[config.mk]
export PLATFORM = sky130hd
export DESIGN_NAME = serial_adder
export DESIGN_NICKNAME = d
export VERILOG_FILES = /design/src/rtl/serial_adder.sv
export SDC_FILE = /design/constraint.sdc
export NUM_CORES = 1
export LEC_CHECK = 0
export CORE_UTILIZATION = 45
export CTS_BUF_LIST = sky130_fd_sc_hd__clkbuf_8
export CTS_CLUSTER_DIAMETER = 30
export DETAILED_ROUTE_END_ITERATION = 8
export PLACE_DENSITY = 0.79
export SKIP_LAST_GASP = 1
export SYNTH_ARGS = -nofsm -noshare
export SYNTH_HDL_FRONTEND = slang
export SYNTH_SLANG_ARGS = --single-unit
[constraint.sdc]
create_clock -name clk -period 1.2 [get_ports clk]
set_input_delay 0.18 -clock clk [delete_from_list [all_inputs] [get_ports clk]]
set_output_delay 0.18 -clock clk [all_outputs]
set_load 0.01 [all_outputs]
[src/rtl/serial_adder.sv]
// Bit-serial N-bit adder: one full-add slice per cycle around a single carry flop,
// framed by a start/busy/done handshake. {cout, sum} = a + b + cin after N slices.
module serial_adder #(
  parameter int N = 8
) (
  input  logic         clk,
  input  logic         rst_n,
  input  logic         start,
  input  logic [N-1:0] a,
  input  logic [N-1:0] b,
  input  logic         cin,
  output logic         busy,
  output logic         done,
  output logic         s_bit,
  output logic [N-1:0] sum,
  output logic         cout
);

  localparam int CW = $clog2(N);
  localparam logic [CW-1:0] LAST = CW'(N - 1);

  typedef enum logic [1:0] {IDLE, RUN, DONE} state_t;

  state_t        state;
  logic [N-1:0]  a_sr;
  logic [N-1:0]  b_sr;
  logic          carry;
  logic [CW-1:0] cnt;
  logic          s_nxt;
  logic          c_nxt;

  // Returns {carry, sum} of a one-bit full add.
  function automatic logic [1:0] full_add(input logic x, input logic y, input logic z);
    return {(x & y) | (x & z) | (y & z), x ^ y ^ z};
  endfunction

  assign {c_nxt, s_nxt} = full_add(a_sr[0], b_sr[0], carry);
  assign cout = carry;

  always_ff @(posedge clk or negedge rst_n) begin
    if (!rst_n) begin
      state <= IDLE;
      busy  <= 1'b0;
      done  <= 1'b0;
      s_bit <= 1'b0;
      sum   <= '0;
      carry <= 1'b0;
      cnt   <= '0;
      a_sr  <= '0;
      b_sr  <= '0;
    end else begin
      case (state)
        IDLE: begin
          if (start) begin
            a_sr  <= a;
            b_sr  <= b;
            carry <= cin;
            sum   <= '0;
            s_bit <= 1'b0;
            cnt   <= '0;
            busy  <= 1'b1;
            state <= RUN;
          end
        end
        RUN: begin
          carry <= c_nxt;
          s_bit <= s_nxt;
          sum   <= {s_nxt, sum[N-1:1]};
          a_sr  <= a_sr >> 1;
          b_sr  <= b_sr >> 1;
          // Counter parks at N-1 on the last slice rather than wrapping.
          if (cnt == LAST) begin
            busy  <= 1'b0;
            done  <= 1'b1;
            state <= DONE;
          end else begin
            cnt <= cnt + CW'(1);
          end
        end
        DONE: begin
          done  <= 1'b0;
          state <= IDLE;
        end
        default: state <= IDLE;
      endcase
    end
  end

endmodule

==> flow_summary.ini, run 1 <==
[status]
status = finished, violations left
failed_checks = setup timing

[pwr]
power_frac_clock_pct = 16.4
powerDensity_nw_per_um2 = 2390
p_int_uw = 3230
swShare_pct = 35.6
power_frac_seq_pct = 38.2
peakVddDrop_mv = 1.30
p_leak_uw = 0.000930
pwr-share-comb_pct = 45.4
netSwitchingPower_uw = 1790

[synth]
ys_top_cells_by_area = dfrtp_1 56%, o22ai_1 9.7%, a22o_1 4.3%
ys_ff_latch = 32
avgSynthCellArea_um2 = 10.8
syn_nets = 155
synthesis.instances = 132
synth.top_cell.area_share_pct = 56.2
yosysWarnings = 0
synthesis.area_um2 = 1430
synth-async-reset-ratio_pct = 100
yosys-top-cells-count = 32 x dfrtp_1, 22 x o22ai_1, 12 x a21oi_1, 10 x o21ai_0, 8 x nand2_1
synth_edf_count = 0
synth_flop_cell = dfrtp_1
synth_top_area_cell = dfrtp_1
synth_most_common_cell = dfrtp_1
synth_cell_types = 29
ys_seq_area_share_pct = 56.2

[cts]
clk-insertion-delay-late_ns = 0.28
tritoncts = built
numCtsBuffers = 5
cts_root_buf = clkbuf_8
cts_hold_buf = 0
cts.path.max_buffers = 2
clk_pin_slew_ns = 0.06
cts_num_sinks = 32
h-tree-depth = 2

[setup_path]
crit_fanout = 6
critPathKind = register to register
required_ns = 1.37
crit_start = state[1]
cp-start-kind = register
rr_startpoint = state[1]
end_kind = register
arrival_ns = 1.38

[routing]
via_per_inst = 5.50
ant_nets = 0
drt_iter0_drc = 29
wl_per_cell_um = 14.5
first_pass_iters = 4
routed_wl_um = 3330
vias = 1264
drc = 0

[layout]
antenna_cells = 0
final_cells = 230
drive_above_1_share_pct = 26.3
area_growth_pct = 47.3
stdcell_area_um2 = 2100
nets = 208

[floorplanning]
rows = 20
boundaryPins = 32
start_util_pct = 47.1
dieArea_um2 = 3400
die-height_um = 58.3
die_w_um = 58.3
coreArea_um2 = 3030

[sta]
fin_setup_tns_ns = -0.0161
hold_viol_final = 0
worst_hold_slack_ns = 0.257
maxSlewViolCount = 0
setup_viol = 3
rsz0062_at_grt = true
skew_ns = 0.00520
maxSlewHeadroom_pct = 70.4
finalCritPeriodShare_pct = 101
worstMarginPinSlew_ns = 0.443
finalWorstSetupSlack_ns = -0.00884
clock.fmax_ghz = 0.827
fin_crit_ns = 1.21

[grt]
grt_usage_pct = 22.0
grt_pass1_wl_um = 5440
grt_max_degree = 33
grt_overflow = 0
antenna_found_initial = 0
grt_pass1_vias = 1227

[flow_run]
cap_violations = 0

[placement]
placed_area_um2 = 1890
portBuffers = 31
place.gp.congestion = 0.800
preCtsSetupSlack_ns = -0.210
post-place-cells = 216
dp_hpwl_um = 2230

[min_path]
hp-class = primary input to asynchronous set/reset pin
==> timing repair <==
| action | CTS | global route |
|---|---|---|
| gates resized for setup | 19 | 23 |
| pin swaps | 0 | 7 |
| setup endpoints to repair | 31 | 30 |
| setup buffers | 0 | 5 |
| cloned | 0 | 1 |
==> worst max-delay path, stage by stage, from the launching register on <==
cell     delay [ns]
dfrtp_2        0.45
or4b_1         0.52
o221a_2        0.13
==> area by class of cell <==
class / instances / area (µm²)
Timing Repair Buffer: 55 / 507
Tap cell: 44 / 55.1
Sequential cell: 32 / 803
Multi-Input combinational cell: 85 / 622
Inverter: 6 / 22.5
Fill cell: 235 / 928
Clock buffer: 6 / 82.6
Clock inverter: 2 / 7.51
==> kinds of logic (layout without fill, tap and decap cells) <==
group	count (synthesis)	in the layout	synth area share, %
AOI/OAI and AO/OA	62	62	28.4
adders and majority gates	3	3	3.16
buffers and inverters	15	69	5.27
DFF	32	32	56.2
and+or+nand+nor	20	20	7.02
==> stage by stage <==
stage               util [%]  total power [µW]
floorplan                  -              3070
global route            69.3              5390
global placement        62.4              3840
finish                  69.3              5020
detailed placement      62.4              3960
CTS                     65.7              4750
==> flip-flops by register name, summed over array words and instances (netlist names) <==
signal and cells:
state 2, b_sr 8, cout 1, a_sr 8, busy 1, done 1, cnt 3, s_bit 1
sum 7
==> path summary, 6_finish.rpt <==
path,end,slack (ns),depth (start not counted)
max in group asynchronous,state[0],0.75,2
min in group clk,a_sr[7],0.45,3
hold / removal,sum[4],0.26,2
setup reg to reg,b_sr[5],-0.009,2
setup / recovery,b_sr[5],-0.009,2
hold reg to reg,sum[0],0.50,1
==> power by group through the flow <==
stage,sequential (µW),combinational (µW),clock (µW)
final,1920,2280,826
after global routing,1980,2510,890
after CTS,1910,1990,850
after detailed placement,1930,2030,0
after global placement,1900,1940,0
after floorplan,1900,1170,0
==> layout by cell type, fill, tap and decap left out <==
cell	count
o21bai_4	1
clkdlybuf4s50_1	19
buf_6	5
nand2_1	8
o32ai_1	1
nor3_2	1
buf_12	1
a21oi_1	12
inv_1	5
dfrtp_2	2
and2b_1	1
nor2_2	1
nor2_4	1
a2bb2oi_1	3
or2_2	1
nor2_1	3
o2bb2ai_1	1
o22ai_1	19
o22ai_2	3
a22o_1	7
nand2b_1	2
o21ai_1	5
a221oi_2	1
ha_2	1
fa_2	1
or2b_1	1
o221a_2	1
clkbuf_8	6
dfrtp_1	30
inv_2	3
a22oi_1	2
buf_4	18
o21ai_0	5
or4b_1	1
a2bb2oi_2	1
ha_4	1
dlygate4sd2_1	12
==> metal layers <==
layer,GRT usage (%),wire (µm)
met1,25.6,1460
met5,0,0
met4,9.52,59
met3,7.14,164
met2,37.1,1650
No activity file was read; power rests on OpenSTA's default activity.
==> inputs of run 2 (changes only) <==
--- a/config.mk
+++ b/config.mk
@@ -9,6 +9,7 @@
 export CTS_BUF_LIST = sky130_fd_sc_hd__clkbuf_8
 export CTS_CLUSTER_DIAMETER = 30
 export DETAILED_ROUTE_END_ITERATION = 8
+export GPL_TIMING_DRIVEN = 1
 export PLACE_DENSITY = 0.79
 export SKIP_LAST_GASP = 1
 export SYNTH_ARGS = -nofsm -noshare
==> results of run 2 <==
No change in the layout: final DEF, timing and power equal those of run 1.
==> inputs of run 3 (changes only) <==
--- a/config.mk
+++ b/config.mk
@@ -10,8 +10,9 @@
 export CTS_CLUSTER_DIAMETER = 30
 export DETAILED_ROUTE_END_ITERATION = 8
 export GPL_TIMING_DRIVEN = 1
-export PLACE_DENSITY = 0.79
+export PLACE_DENSITY = 0.76
 export SKIP_LAST_GASP = 1
+export SLEW_MARGIN = 20
 export SYNTH_ARGS = -nofsm -noshare
 export SYNTH_HDL_FRONTEND = slang
 export SYNTH_SLANG_ARGS = --single-unit
==> run 3 against run 2 <==
Routed wire length increased by 3.7%; sequential share of layout area shrank 0.91 points; clock skew decreased by 0.0017 ns; first-iteration DRC count increased by 93%; worst setup slack worse by 0.0080 ns; cell count down 0.87%; the flow still finishes with violations (setup timing); design area up 2.4%; global-route usage rose by 0.37 points; highest routed layer unchanged.
==> flow_summary.ini, run 3 (same netlist as run 1, synthesis figures left out) <==
[status]
status = finished, violations left
failed_checks = setup timing

[sta]
setup_viol = 2
finalCritPeriodShare_pct = 101
clock.fmax_ghz = 0.822
worstMarginPinSlew_ns = 0.470
fin_setup_tns_ns = -0.0319
fin_crit_ns = 1.22
skew_ns = 0.00346
maxSlewViolCount = 0
finalWorstSetupSlack_ns = -0.0168
rsz0062_at_grt = true
maxSlewHeadroom_pct = 68.7
hold_viol_final = 0
worst_hold_slack_ns = 0.255

[cts]
clk_pin_slew_ns = 0.06
numCtsBuffers = 5
h-tree-depth = 2
cts.path.max_buffers = 2
clk-insertion-delay-late_ns = 0.28
tritoncts = built
cts_num_sinks = 32
cts_hold_buf = 0
cts_root_buf = clkbuf_8

[grt]
antenna_found_initial = 0
grt_pass1_vias = 1217
grt_max_degree = 33
grt_overflow = 0
grt_usage_pct = 22.3
grt_pass1_wl_um = 5530

[layout]
nets = 206
area_growth_pct = 50.9
final_common_cell = dfrtp_1
drive_above_1_share_pct = 29.9
final_cell_mix = 30 x dfrtp_1, 18 x clkdlybuf4s50_1, 17 x buf_4
antenna_cells = 0
final_cells = 228
top_regs = a_sr (8), b_sr (8), sum (7)
stdcell_area_um2 = 2150

[routing]
wl_per_cell_um = 15.1
ant_nets = 0
via_per_inst = 5.56
drc = 0
first_pass_iters = 4
routed_wl_um = 3450
vias = 1268
drt_iter0_drc = 56

[setup_path]
end_kind = register
critPathKind = register to register
crit_fanout = 8
required_ns = 1.36
cp-start-kind = register
arrival_ns = 1.37

[min_path]
hp-class = primary input to asynchronous set/reset pin

[pwr]
pwr-share-comb_pct = 46.6
power_frac_seq_pct = 37.8
p_leak_uw = 0.000939
peakVddDrop_mv = 1.33
power_frac_clock_pct = 15.6
netSwitchingPower_uw = 1860
p_int_uw = 3350
swShare_pct = 35.7
powerDensity_nw_per_um2 = 2420

[floorplanning]
boundaryPins = 32
start_util_pct = 47.1
die-height_um = 58.3
die_w_um = 58.3
rows = 20
dieArea_um2 = 3400
coreArea_um2 = 3030

[placement]
portBuffers = 31
post-place-cells = 214
place.gp.congestion = 0.827
placed_area_um2 = 1890
dp_hpwl_um = 2240
preCtsSetupSlack_ns = -0.387

[flow_run]
cap_violations = 0
-- run 3: changes by cell type in the layout (fill, tap and decap cells not counted), moves of 3 or more --
cell	delta
buf_12	+3
buf_6	-4
o22ai_1	-5
o22ai_2	+5
-- run 3: final timing paths --
path / from / to / slack, ns / cells past startpoint
worst max register to register: state[0] / cout / -0.02 / 4
worst max-delay path: state[0] / cout / -0.02 / 4
min in group clk: a[7] / a_sr[7] / 0.44 / 3
worst min register to register: sum[0] / sum[0] / 0.51 / 1
max in group asynchronous: rst_n / state[1] / 0.76 / 2
worst min-delay path: rst_n / sum[0] / 0.25 / 2
-- run 3: layout make-up --
class	instances	area, µm²
inverters	6	22.5
clock inverters	2	7.51
clock buffers	6	82.6
multi-input cells	85	666
well taps	44	55.1
repair buffers	53	514
fillers	223	877
flip-flops and latches	32	803
-- run 3: per-stage QoR --
stage          power [µW]  util [%]
3_5_place_dp         3970      62.3
6_report             5210      71.0
3_3_place_gp         3830      62.3
4_1_cts              4920      67.8
2_1_floorplan        3070         -
5_1_grt              5540      71.0
-- run 3: worst max-delay path, cell delays in order (launching register included) --
cell and delay, ns:
dfrtp_2 0.46, buf_6 0.14, or2_2 0.29, o32ai_2 0.14
a221oi_2 0.06
-- run 3: repair_timing --
| action | in CTS | in global routing |
|---|---|---|
| resized for setup | 27 | 21 |
| endpoints found under the setup margin | 37 | 21 |
| setup buffers | 4 | 2 |
| pin swaps | 1 | 6 |
-- run 3: routing by layer --
layer	vias up	track usage [%]	wire (µm)
li1	598	-	-
met1	633	26.7	1450
met2	30	36.8	1800
met3	7	7.14	147
met4	0	10.2	52
met5	-	0	0
-- run 3: power by group through the flow --
stage	Sequential (µW)	Clock, µW	Combinational [µW]
3_5_place_dp	1930	0	2040
2_1_floorplan	1900	0	1170
6_report	1970	813	2430
5_1_grt	2020	880	2630
3_3_place_gp	1900	0	1930
4_1_cts	1920	829	2170
